`src/rtl/neurospider_pkg.sv`:
```
// Shared definitions for the neuron MAC datapath: default widths, state
// encoding and accumulator saturation limits.
package neurospider_pkg;

    localparam int DATA_W_DEF = 8;
    localparam int ACC_W_DEF  = 20;

    typedef enum logic [1:0] {
        ST_IDLE = 2'd0,
        ST_MUL  = 2'd1,
        ST_ACC  = 2'd2,
        ST_DONE = 2'd3
    } mac_state_t;

    // Clamp values for the default accumulator width.
    localparam logic [ACC_W_DEF-1:0] ACC_SAT_MAX = {1'b0, {(ACC_W_DEF-1){1'b1}}};
    localparam logic [ACC_W_DEF-1:0] ACC_SAT_MIN = {1'b1, {(ACC_W_DEF-1){1'b0}}};

endpackage

```
`src/rtl/serial_mult.sv`:
```
// Unsigned shift-add multiplier core: one multiplier bit per clock, LSB first.
// A start loads both magnitudes and clears the product; o_done flags the edge
// that consumes the last multiplier bit.
module serial_mult #(
    parameter int DATA_W = 8
) (
    input  logic                  clk,
    input  logic                  rst,
    input  logic                  i_start,
    input  logic [DATA_W-1:0]     i_mcand,
    input  logic [DATA_W-1:0]     i_mplier,
    output logic [2*DATA_W-1:0]   o_product,
    output logic                  o_done
);

    localparam int CNT_W = $clog2(DATA_W + 1);

    logic [2*DATA_W-1:0] r_mcand;
    logic [DATA_W-1:0]   r_mplier;
    logic [2*DATA_W-1:0] r_product;
    logic [CNT_W-1:0]    r_cnt;
    logic                r_active;

    // The multiplicand is shifted left each step, so adding it is the same as
    // adding (multiplicand << cnt); the multiplier shifts right to expose the next bit.
    always_ff @(posedge clk or negedge rst) begin
        if (!rst) begin
            r_mcand   <= '0;
            r_mplier  <= '0;
            r_product <= '0;
            r_cnt     <= '0;
            r_active  <= 1'b0;
        end else if (i_start) begin
            r_mcand   <= {{DATA_W{1'b0}}, i_mcand};
            r_mplier  <= i_mplier;
            r_product <= '0;
            r_cnt     <= '0;
            r_active  <= 1'b1;
        end else if (r_active) begin
            if (r_mplier[0]) begin
                r_product <= r_product + r_mcand;
            end
            r_mcand  <= r_mcand << 1;
            r_mplier <= r_mplier >> 1;
            r_cnt    <= r_cnt + 1'b1;
            if (o_done) begin
                r_active <= 1'b0;
            end
        end
    end

    assign o_done    = r_active && (r_cnt == CNT_W'(DATA_W - 1));
    assign o_product = r_product;

endmodule

```
`src/rtl/neuron_mac_unit.sv`:
```
// Signed multiply-accumulate step for one neuron input, sequenced by the
// adder FSM: start_add launches one acc += in_val * weight, sin_add_fin
// reports completion. The accumulator saturates and keeps a sticky overflow flag.
//
// state | meaning
// IDLE  | waiting for start_add; operands captured on accept
// MUL   | serial magnitude multiply, one bit per cycle
// ACC   | signed product added into the accumulator with saturation
// DONE  | one-cycle completion strobe, then back to IDLE
module neuron_mac_unit
    import neurospider_pkg::*;
#(
    parameter int DATA_W = DATA_W_DEF,
    parameter int ACC_W  = ACC_W_DEF
) (
    input  logic              clk,
    input  logic              rst,
    input  logic              start_add,
    input  logic              clear_acc,
    input  logic [DATA_W-1:0] in_val,
    input  logic [DATA_W-1:0] weight,
    output logic              sin_add_fin,
    output logic              busy,
    output logic [ACC_W-1:0]  acc_out,
    output logic              acc_ovf
);

    localparam logic [ACC_W:0]   L_ONE     = (ACC_W+1)'(1);
    localparam logic [ACC_W-1:0] L_SAT_MAX = {1'b0, {(ACC_W-1){1'b1}}};
    localparam logic [ACC_W-1:0] L_SAT_MIN = {1'b1, {(ACC_W-1){1'b0}}};

    mac_state_t r_state;
    mac_state_t w_next;

    logic                r_neg;
    logic [ACC_W-1:0]    r_acc;
    logic                r_ovf;

    logic                w_accept;
    logic                w_mul_done;
    logic [DATA_W-1:0]   w_in_mag;
    logic [DATA_W-1:0]   w_wt_mag;
    logic [2*DATA_W-1:0] w_product;
    logic [ACC_W:0]      w_prod_ext;
    logic [ACC_W:0]      w_prod_signed;
    logic [ACC_W:0]      w_sum;
    logic                w_sum_ovf;
    logic [ACC_W-1:0]    w_sum_sat;

    assign w_accept = (r_state == ST_IDLE) && start_add;

    // The most negative operand maps to magnitude 2^(DATA_W-1), which still
    // fits in DATA_W unsigned bits.
    assign w_in_mag = in_val[DATA_W-1] ? (~in_val + 1'b1) : in_val;
    assign w_wt_mag = weight[DATA_W-1] ? (~weight + 1'b1) : weight;

    serial_mult #(
        .DATA_W (DATA_W)
    ) u_serial_mult (
        .clk       (clk),
        .rst       (rst),
        .i_start   (w_accept),
        .i_mcand   (w_in_mag),
        .i_mplier  (w_wt_mag),
        .o_product (w_product),
        .o_done    (w_mul_done)
    );

    // Sign is applied after widening so that the magnitude product never wraps;
    // one guard bit above ACC_W exposes overflow of the addition.
    assign w_prod_ext    = {{(ACC_W+1-2*DATA_W){1'b0}}, w_product};
    assign w_prod_signed = r_neg ? (~w_prod_ext + L_ONE) : w_prod_ext;
    assign w_sum         = {r_acc[ACC_W-1], r_acc} + w_prod_signed;
    assign w_sum_ovf     = w_sum[ACC_W] != w_sum[ACC_W-1];
    assign w_sum_sat     = !w_sum_ovf     ? w_sum[ACC_W-1:0] :
                           w_sum[ACC_W]   ? L_SAT_MIN : L_SAT_MAX;

    // State register.
    always_ff @(posedge clk or negedge rst) begin
        if (!rst) begin
            r_state <= ST_IDLE;
        end else begin
            r_state <= w_next;
        end
    end

    // Next-state logic; DONE always returns to IDLE so start_add held high is
    // only seen once the unit is idle again.
    always_comb begin
        w_next = r_state;
        case (r_state)
            ST_IDLE: if (start_add)  w_next = ST_MUL;
            ST_MUL:  if (w_mul_done) w_next = ST_ACC;
            ST_ACC:  w_next = ST_DONE;
            ST_DONE: w_next = ST_IDLE;
            default: w_next = ST_IDLE;
        endcase
    end

    // Result sign is captured with the operands, which may change after accept.
    always_ff @(posedge clk or negedge rst) begin
        if (!rst) begin
            r_neg <= 1'b0;
        end else if (w_accept) begin
            r_neg <= in_val[DATA_W-1] ^ weight[DATA_W-1];
        end
    end

    // Accumulator with saturation; a clear beats a coincident accumulate.
    always_ff @(posedge clk or negedge rst) begin
        if (!rst) begin
            r_acc <= '0;
            r_ovf <= 1'b0;
        end else if (clear_acc) begin
            r_acc <= '0;
            r_ovf <= 1'b0;
        end else if (r_state == ST_ACC) begin
            r_acc <= w_sum_sat;
            if (w_sum_ovf) begin
                r_ovf <= 1'b1;
            end
        end
    end

    assign sin_add_fin = (r_state == ST_DONE);
    assign busy        = (r_state == ST_MUL) || (r_state == ST_ACC);
    assign acc_out     = r_acc;
    assign acc_ovf     = r_ovf;

endmodule

```
`config.mk`:
```
export PLATFORM = sky130hd
export DESIGN_NAME = neuron_mac_unit
export DESIGN_NICKNAME = d
export VERILOG_FILES = /design/src/rtl/neurospider_pkg.sv /design/src/rtl/serial_mult.sv /design/src/rtl/neuron_mac_unit.sv
export SDC_FILE = /design/constraint.sdc
export NUM_CORES = 1
export LEC_CHECK = 0
export ABC_AREA = 0
export CAP_MARGIN = 20
export CORE_UTILIZATION = 50
export CTS_BUF_LIST = sky130_fd_sc_hd__clkbuf_4 sky130_fd_sc_hd__clkbuf_8
export DETAILED_ROUTE_END_ITERATION = 16
export MAX_ROUTING_LAYER = met4
export PLACE_DENSITY = 0.7
export SYNTH_ARGS = -nofsm -noshare
export SYNTH_HDL_FRONTEND = slang
export SYNTH_SLANG_ARGS = --single-unit
```
`constraint.sdc`:
```
create_clock -name clk -period 5.25 [get_ports clk]
set_input_delay 1.05 -clock clk [delete_from_list [all_inputs] [get_ports clk]]
set_output_delay 1.05 -clock clk [all_outputs]
set_load 0.03 [all_outputs]
```
==> impl_metrics.csv, run 1 <==
group,metric,value,unit
outcome,status,"finished, final reports clean",
setup_path,critical_path_class,"register to register",
placed_design,place_hpwl,7910,um
placed_design,port_buffers,42,
synthesis,yosysWarnings,0,
placed_design,place_congestion,0.904,
synthesis,synth_ff_type,"dfrtp_1",
setup_path,rrSetupSlack,0.69,ns
routing,wire_per_inst,13.9,um
synthesis,yosysSeqAreaShare,32.7,%
synthesis,async_flop_share,100,%
timing,finalCriticalPeriod,4.56,ns
cts,root_buffer,"clkbuf_8",
floorplanning,io_pins,43,
floorplanning,die_area,11000,um2
global_routing,track_usage,20.7,%
global_routing,grt_pass1_wl,18100,um
routing,num_vias,4248,
floorplanning,std_cell_rows,37,
setup_path,path_cells,"nor4_2, nand4_1, or2_2, o21ai_0, xnor2_1, ha_1, a21o_1, a21o_1, a21oi_1, o21ai_0, a311o_1, o41a_4, a211oi_4, a221o_2",
cts,tritoncts,"built",
setup_path,critPathMaxStageDelay,0.70,ns
synthesis,synth-simple-area-share,15.9,%
cts,cts_resized,0,
synthesis,synth_mux_area_share,4.73,%
final_layout,layout_common_cells,"dfrtp_1 (69), nand2_1 (64), ha_1 (47), xnor2_1 (43), clkdlybuf4s50_1 (41)",
cts,ctsHoldBuffers,0,
floorplanning,core,10300,um2
cts,numCtsBuffers,9,
cts,cts_num_sinks,69,
cts,path_clk_slew,0.08,ns
pwr,peakVddDrop,0.219,mV
routing,met1Wirelength,5130,um
setup_path,crit_path_end_kind,"register",
routing,drt_iter0_drc,213,
routing,drcViolationCount,0,
setup_path,path_delay_family,"compound AO/OA/AOI/OAI gates",
timing,finalSetupViolCount,0,
cts,clkLatencyLatePin,0.35,ns
setup_path,start_kind,"register",
synthesis,synth.avg_cell_area,9.16,um2
timing,maxSlewHeadroom,42.5,%
final_layout,fin_cells,756,
timing,slew_viol_final,0,
synthesis,synth_top_family_by_area,"compound AO/OA/AOI/OAI gates",
global_routing,grt-ovfl-total,0,
synthesis,ys_ff_latch,69,
flow_run,cap_violations,0,
cts,cts_buffer_depth,2,
routing,route.met2.wl,4880,um
timing,worstMarginPinSlew,0.862,ns
setup_path,crit_buf_inv,0,
routing,vias_per_cell,5.62,
synthesis,synth_area,5290,um2
setup_path,worstPathArrival,4.84,ns
final_layout,drive_gt1_share,8.06,%
setup_path,crit_path_top_delay_cell,"a211oi_4",
timing,skew,0.0121,ns
final_layout,area_growth,14.4,%
synthesis,synth-edff-count,0,
setup_path,cp_max_fo,19,
routing,top_layer_used,"met4",
timing,clock.fmax,219,MHz
placed_design,dp.cells,738,
cts,h-tree-depth,3,
placed_design,placed_cell_area,5810,um2
global_routing,grt_pass1_vias,4007,
synthesis,syn_nets,646,
global_routing,grt_max_degree,70,
routing,first_pass_iters,4,
routing,met3_length,356,um
cts,post_cts_buffers,0,
timing,rsz0062_at_grt,"no",
timing,holdWs,0.540,ns
synthesis,synthCells,577,
synthesis,synth_compound_area_share,23.2,%
hold_path,holdCritPathClass,"register to register",
pwr,power_density,581,nW/um2
timing,finalCritPeriodShare,86.9,%
final_layout,layout.nets,684,
routing,drtAntennaViolNets,0,
timing,fin_tns_setup,0,ns
synthesis,synth_xor_area_share,8.42,%
floorplanning,die_w,105,um
global_routing,antenna_found_initial,0,
pwr,leakage,2.86,nW
floorplanning,die_height,105,um
final_layout,multi_input_area,3390,um2
timing,final-hold-violation-count,0,
final_layout,ff_latch_area,1730,um2
final_layout,layout_commonest_cell,"dfrtp_1",
final_layout,fillers,918,
final_layout,n_antenna_cell,0,
routing,totalWireLength,10500,um
synthesis,synthAdderAreaFrac,11.9,%
floorplanning,start_util,51.4,%
setup_path,crit_required,5.53,ns
final_layout,postLayoutCellArea,6050,um2
synthesis,ys_types,63,
-- synth_stat cells, types with 3 or more instances --
cell | instances | share of area (%)
o31ai_1 | 10 | 1.4
and3_2 | 3 | 0.43
o211ai_1 | 4 | 0.57
xor2_1 | 6 | 0.99
or2_2 | 3 | 0.35
nand2b_1 | 10 | 1.2
nand2_1 | 64 | 4.5
nand4_1 | 4 | 0.47
dfrtp_1 | 69 | 33
a221o_1 | 11 | 2.1
clkbuf_1 | 17 | 1.2
xnor2_1 | 43 | 7.1
a21o_1 | 15 | 2.1
o21a_1 | 8 | 1.1
nor3_1 | 13 | 1.2
inv_1 | 19 | 1.3
o21bai_1 | 5 | 0.71
o21ai_0 | 34 | 3.2
ha_1 | 47 | 11
nand3b_1 | 4 | 0.57
buf_1 | 3 | 0.21
nor2_1 | 39 | 2.8
nand3_1 | 13 | 1.2
mux2i_1 | 25 | 4.7
nor2b_1 | 3 | 0.35
and3_1 | 4 | 0.47
a211oi_1 | 9 | 1.3
a221o_2 | 8 | 1.7
a21oi_1 | 40 | 3.8
-- report_power, final --
part	leakage, nW	switching (mW)	internal, mW
Sequential	0.907	0.199	0.717
Clock	0.103	0.205	0.242
Combinational	1.85	1.18	0.968
-- flip-flops by register name, summed over array words and instances, names as in the netlist --
name and flops:
u_serial_mult.r_mcand 16, u_serial_mult.o_product 16, r_neg 1, u_serial_mult.r_active 1
acc_out 20, u_serial_mult.r_mplier 8, acc_ovf 1, u_serial_mult.r_cnt 4
r_state 2
-- per-stage QoR --
step	total power, mW	utilization [%]	setup slack [ns]
6_report	3.51	58.9	0.689
5_1_grt	3.84	58.9	0.404
4_1_cts	3.51	58.5	0.686
3_5_place_dp	3.04	56.6	0.725
3_3_place_gp	2.98	56.6	0.845
2_1_floorplan	2.60	-	1.20
-- routing by layer --
metal / vias to the layer above / GRT usage (%)
met2: 88 / 33.5
li1: 2188 / -
met5: - / -
met4: 0 / 6.94
met3: 13 / 3.31
met1: 1959 / 26.4
-- tightest hold or removal path, stage by stage (launching register included) --
cell and delay (ns):
dfrtp_1 0.35, nand3b_1 0.09, nand2_1 0.07
-- layout make-up --
type | count | area share, %
Multi-Input combinational cell | 467 | 56.1
Tap cell | 136 | 2.81
Clock buffer | 12 | 2.52
Clock inverter | 4 | 0.786
Inverter | 19 | 1.18
Timing Repair Buffer | 49 | 8.07
Sequential cell | 69 | 28.5
-- worst paths after layout --
check / startpoint / to / depth (start not counted)
setup / recovery: u_serial_mult.o_product[4] / acc_out[4] / 14
hold / removal: u_serial_mult.r_mplier[7] / u_serial_mult.r_mplier[7] / 2
setup reg to reg: u_serial_mult.o_product[4] / acc_out[4] / 14
hold reg to reg: u_serial_mult.r_mplier[7] / u_serial_mult.r_mplier[7] / 2
max in group asynchronous: rst / u_serial_mult.r_mcand[13] / 2
min in group asynchronous: rst / acc_out[4] / 2
-- cells by family (layout without fill, tap and decap cells) --
group | Yosys count | in the layout
and+or+nand+nor | 174 | 174
xor gates and xnor gates | 50 | 50
muxes | 25 | 25
AOI/OAI and AO/OA | 169 | 169
DFF | 69 | 69
buffers and inverters | 41 | 84
adders and majority gates | 49 | 49
No activity file was read; power rests on OpenSTA's default activity.
==> run 2, diff against run 1 <==
Settings changed: CTS_CLUSTER_DIAMETER from default to 60, RECOVER_POWER from default to 100.
==> impl_metrics.csv, run 2 (synthesis gave the netlist of run 1 again) <==
group,metric,value,unit
cts,post_cts_buffers,0,
outcome,failed_checks,"capacitance limit, slew limit",
final_layout,n_antenna_cell,0,
pwr,p_int,1.89,mW
setup_path,cp_max_fo,19,
floorplanning,die_height,105,um
floorplanning,die_w,105,um
timing,slew_viol_final,70,
outcome,status,"finished with violations",
cts,numCtsBuffers,9,
routing,vias_per_cell,5.61,
placed_design,place_hpwl,7910,um
hold_path,holdCritPathClass,"register to register",
placed_design,port_buffers,42,
placed_design,dp.cells,738,
setup_path,path_cells,"nor4_1, nand4_1, or2_2, o21ai_0, xnor2_1, ha_1, a21o_1, a21o_1, a21oi_1, o21ai_0, a311o_1, o41a_4, a211oi_4, a221o_2",
setup_path,critPathMaxStageDelay,0.69,ns
floorplanning,io_pins,43,
timing,rsz0062_at_grt,"no",
setup_path,crit_buf_inv,0,
timing,maxSlewHeadroom,-141,%
final_layout,fin_cells,756,
global_routing,grt-ovfl-total,0,
setup_path,path_delay_family,"compound AO/OA/AOI/OAI gates",
cts,cts_num_sinks,69,
pwr,pwr-share-comb,60.8,%
timing,fin_tns_setup,0,ns
floorplanning,start_util,51.4,%
flow_run,cap_violations,1,
pwr,p_sw_share,45.5,%
routing,totalWireLength,10500,um
global_routing,grt_pass1_wl,18100,um
pwr,seq_power_share,26.3,%
cts,root_buffer,"clkbuf_8",
routing,first_pass_iters,5,
cts,ctsHoldBuffers,0,
setup_path,critical_path_class,"register to register",
timing,final-hold-violation-count,0,
routing,drt_iter0_drc,228,
setup_path,worstPathArrival,4.94,ns
timing,skew,0.0127,ns
setup_path,crit_required,5.53,ns
cts,tritoncts,"built",
cts,h-tree-depth,3,
setup_path,start_kind,"register",
timing,finalSetupViolCount,0,
placed_design,place_congestion,0.904,
global_routing,grt_pass1_vias,4007,
setup_path,crit_path_end_kind,"register",
final_layout,layout.nets,684,
timing,worstMarginPinSlew,3.62,ns
cts,cts_buffer_depth,2,
final_layout,layout_common_cells,"dfrtp_1 (69), nand2_1 (64), ha_1 (47), xnor2_1 (43), a21oi_1 (40)",
pwr,peakVddDrop,0.212,mV
floorplanning,die_area,11000,um2
routing,wire_per_inst,13.9,um
cts,clkLatencyLatePin,0.35,ns
floorplanning,core,10300,um2
routing,num_vias,4239,
timing,finalCriticalPeriod,4.66,ns
routing,drcViolationCount,0,
timing,finalCritPeriodShare,88.7,%
final_layout,area_growth,13.6,%
pwr,p_sw,1.58,mW
pwr,leakage,2.91,nW
timing,clock.fmax,215,MHz
cts,path_clk_slew,0.08,ns
global_routing,grt_max_degree,70,
cts,cts_resized,0,
final_layout,drive_gt1_share,7.26,%
global_routing,track_usage,20.7,%
floorplanning,std_cell_rows,37,
setup_path,crit_path_top_delay_cell,"a211oi_4",
pwr,power_density,578,nW/um2
final_layout,largest_reg_flops,20,
global_routing,antenna_found_initial,0,
routing,drtAntennaViolNets,0,
final_layout,layout_commonest_cell,"dfrtp_1",
pwr,pwr-share-clk,12.9,%
## run 2: power groups by stage
stage	sequential (mW)	combinational [mW]	clock, mW
2_1_floorplan	0.927	1.67	0
3_3_place_gp	0.921	2.06	0
3_5_place_dp	0.926	2.12	0
4_1_cts	0.918	2.13	0.458
5_1_grt	0.946	2.37	0.485
6_report	0.914	2.11	0.447
## run 2: cell type report
class,instances,area [um2]
Clock buffer,12,153
Clock inverter,4,47.5
Fill cell,925,4270
Inverter,19,71.3
Multi-Input combinational cell,467,3390
Sequential cell,69,1730
Tap cell,136,170
Timing Repair Buffer,49,453
## run 2: worst paths after layout
path,depth (start not counted),start,endpoint,slack [ns]
max,14,u_serial_mult.o_product[4],acc_out[4],0.59
min reg2reg,2,u_serial_mult.r_mplier[7],u_serial_mult.r_mplier[7],0.54
max reg2reg,14,u_serial_mult.o_product[4],acc_out[4],0.59
min in group asynchronous,2,rst,acc_out[4],2.03
max in group asynchronous,2,rst,u_serial_mult.r_mcand[13],1.17
min,2,u_serial_mult.r_mplier[7],u_serial_mult.r_mplier[7],0.54
## run 2: per-stage QoR
stage | power [mW] | utilization [%] | area, um2 | worst slack (ns) | hold WS [ns]
after floorplan | 2.60 | - | 5290 | 1.20 | 0.480
after global placement | 2.98 | 56.6 | 5810 | 0.845 | 0.506
after detailed placement | 3.04 | 56.6 | 5810 | 0.725 | 0.512
after CTS | 3.51 | 58.5 | 6010 | 0.686 | 0.535
after global routing | 3.80 | 58.4 | 6010 | 0.277 | 0.545
final | 3.47 | 58.4 | 6010 | 0.594 | 0.540
## run 2: tightest hold or removal path, cell delays in order, from the launching register on
cell      delay [ns]
dfrtp_1         0.35
nand3b_1        0.09
nand2_1         0.07
## run 2: per-layer routing
| layer | global-route usage (%) | vias up | share of wire (%) |
|---|---|---|---|
| met4 | 6.94 | 0 | 1.4 |
| met2 | 33.5 | 89 | 46 |
| li1 | - | 2188 | - |
| met5 | - | - | 0 |
| met3 | 3.31 | 15 | 3.5 |
| met1 | 26.4 | 1947 | 49 |
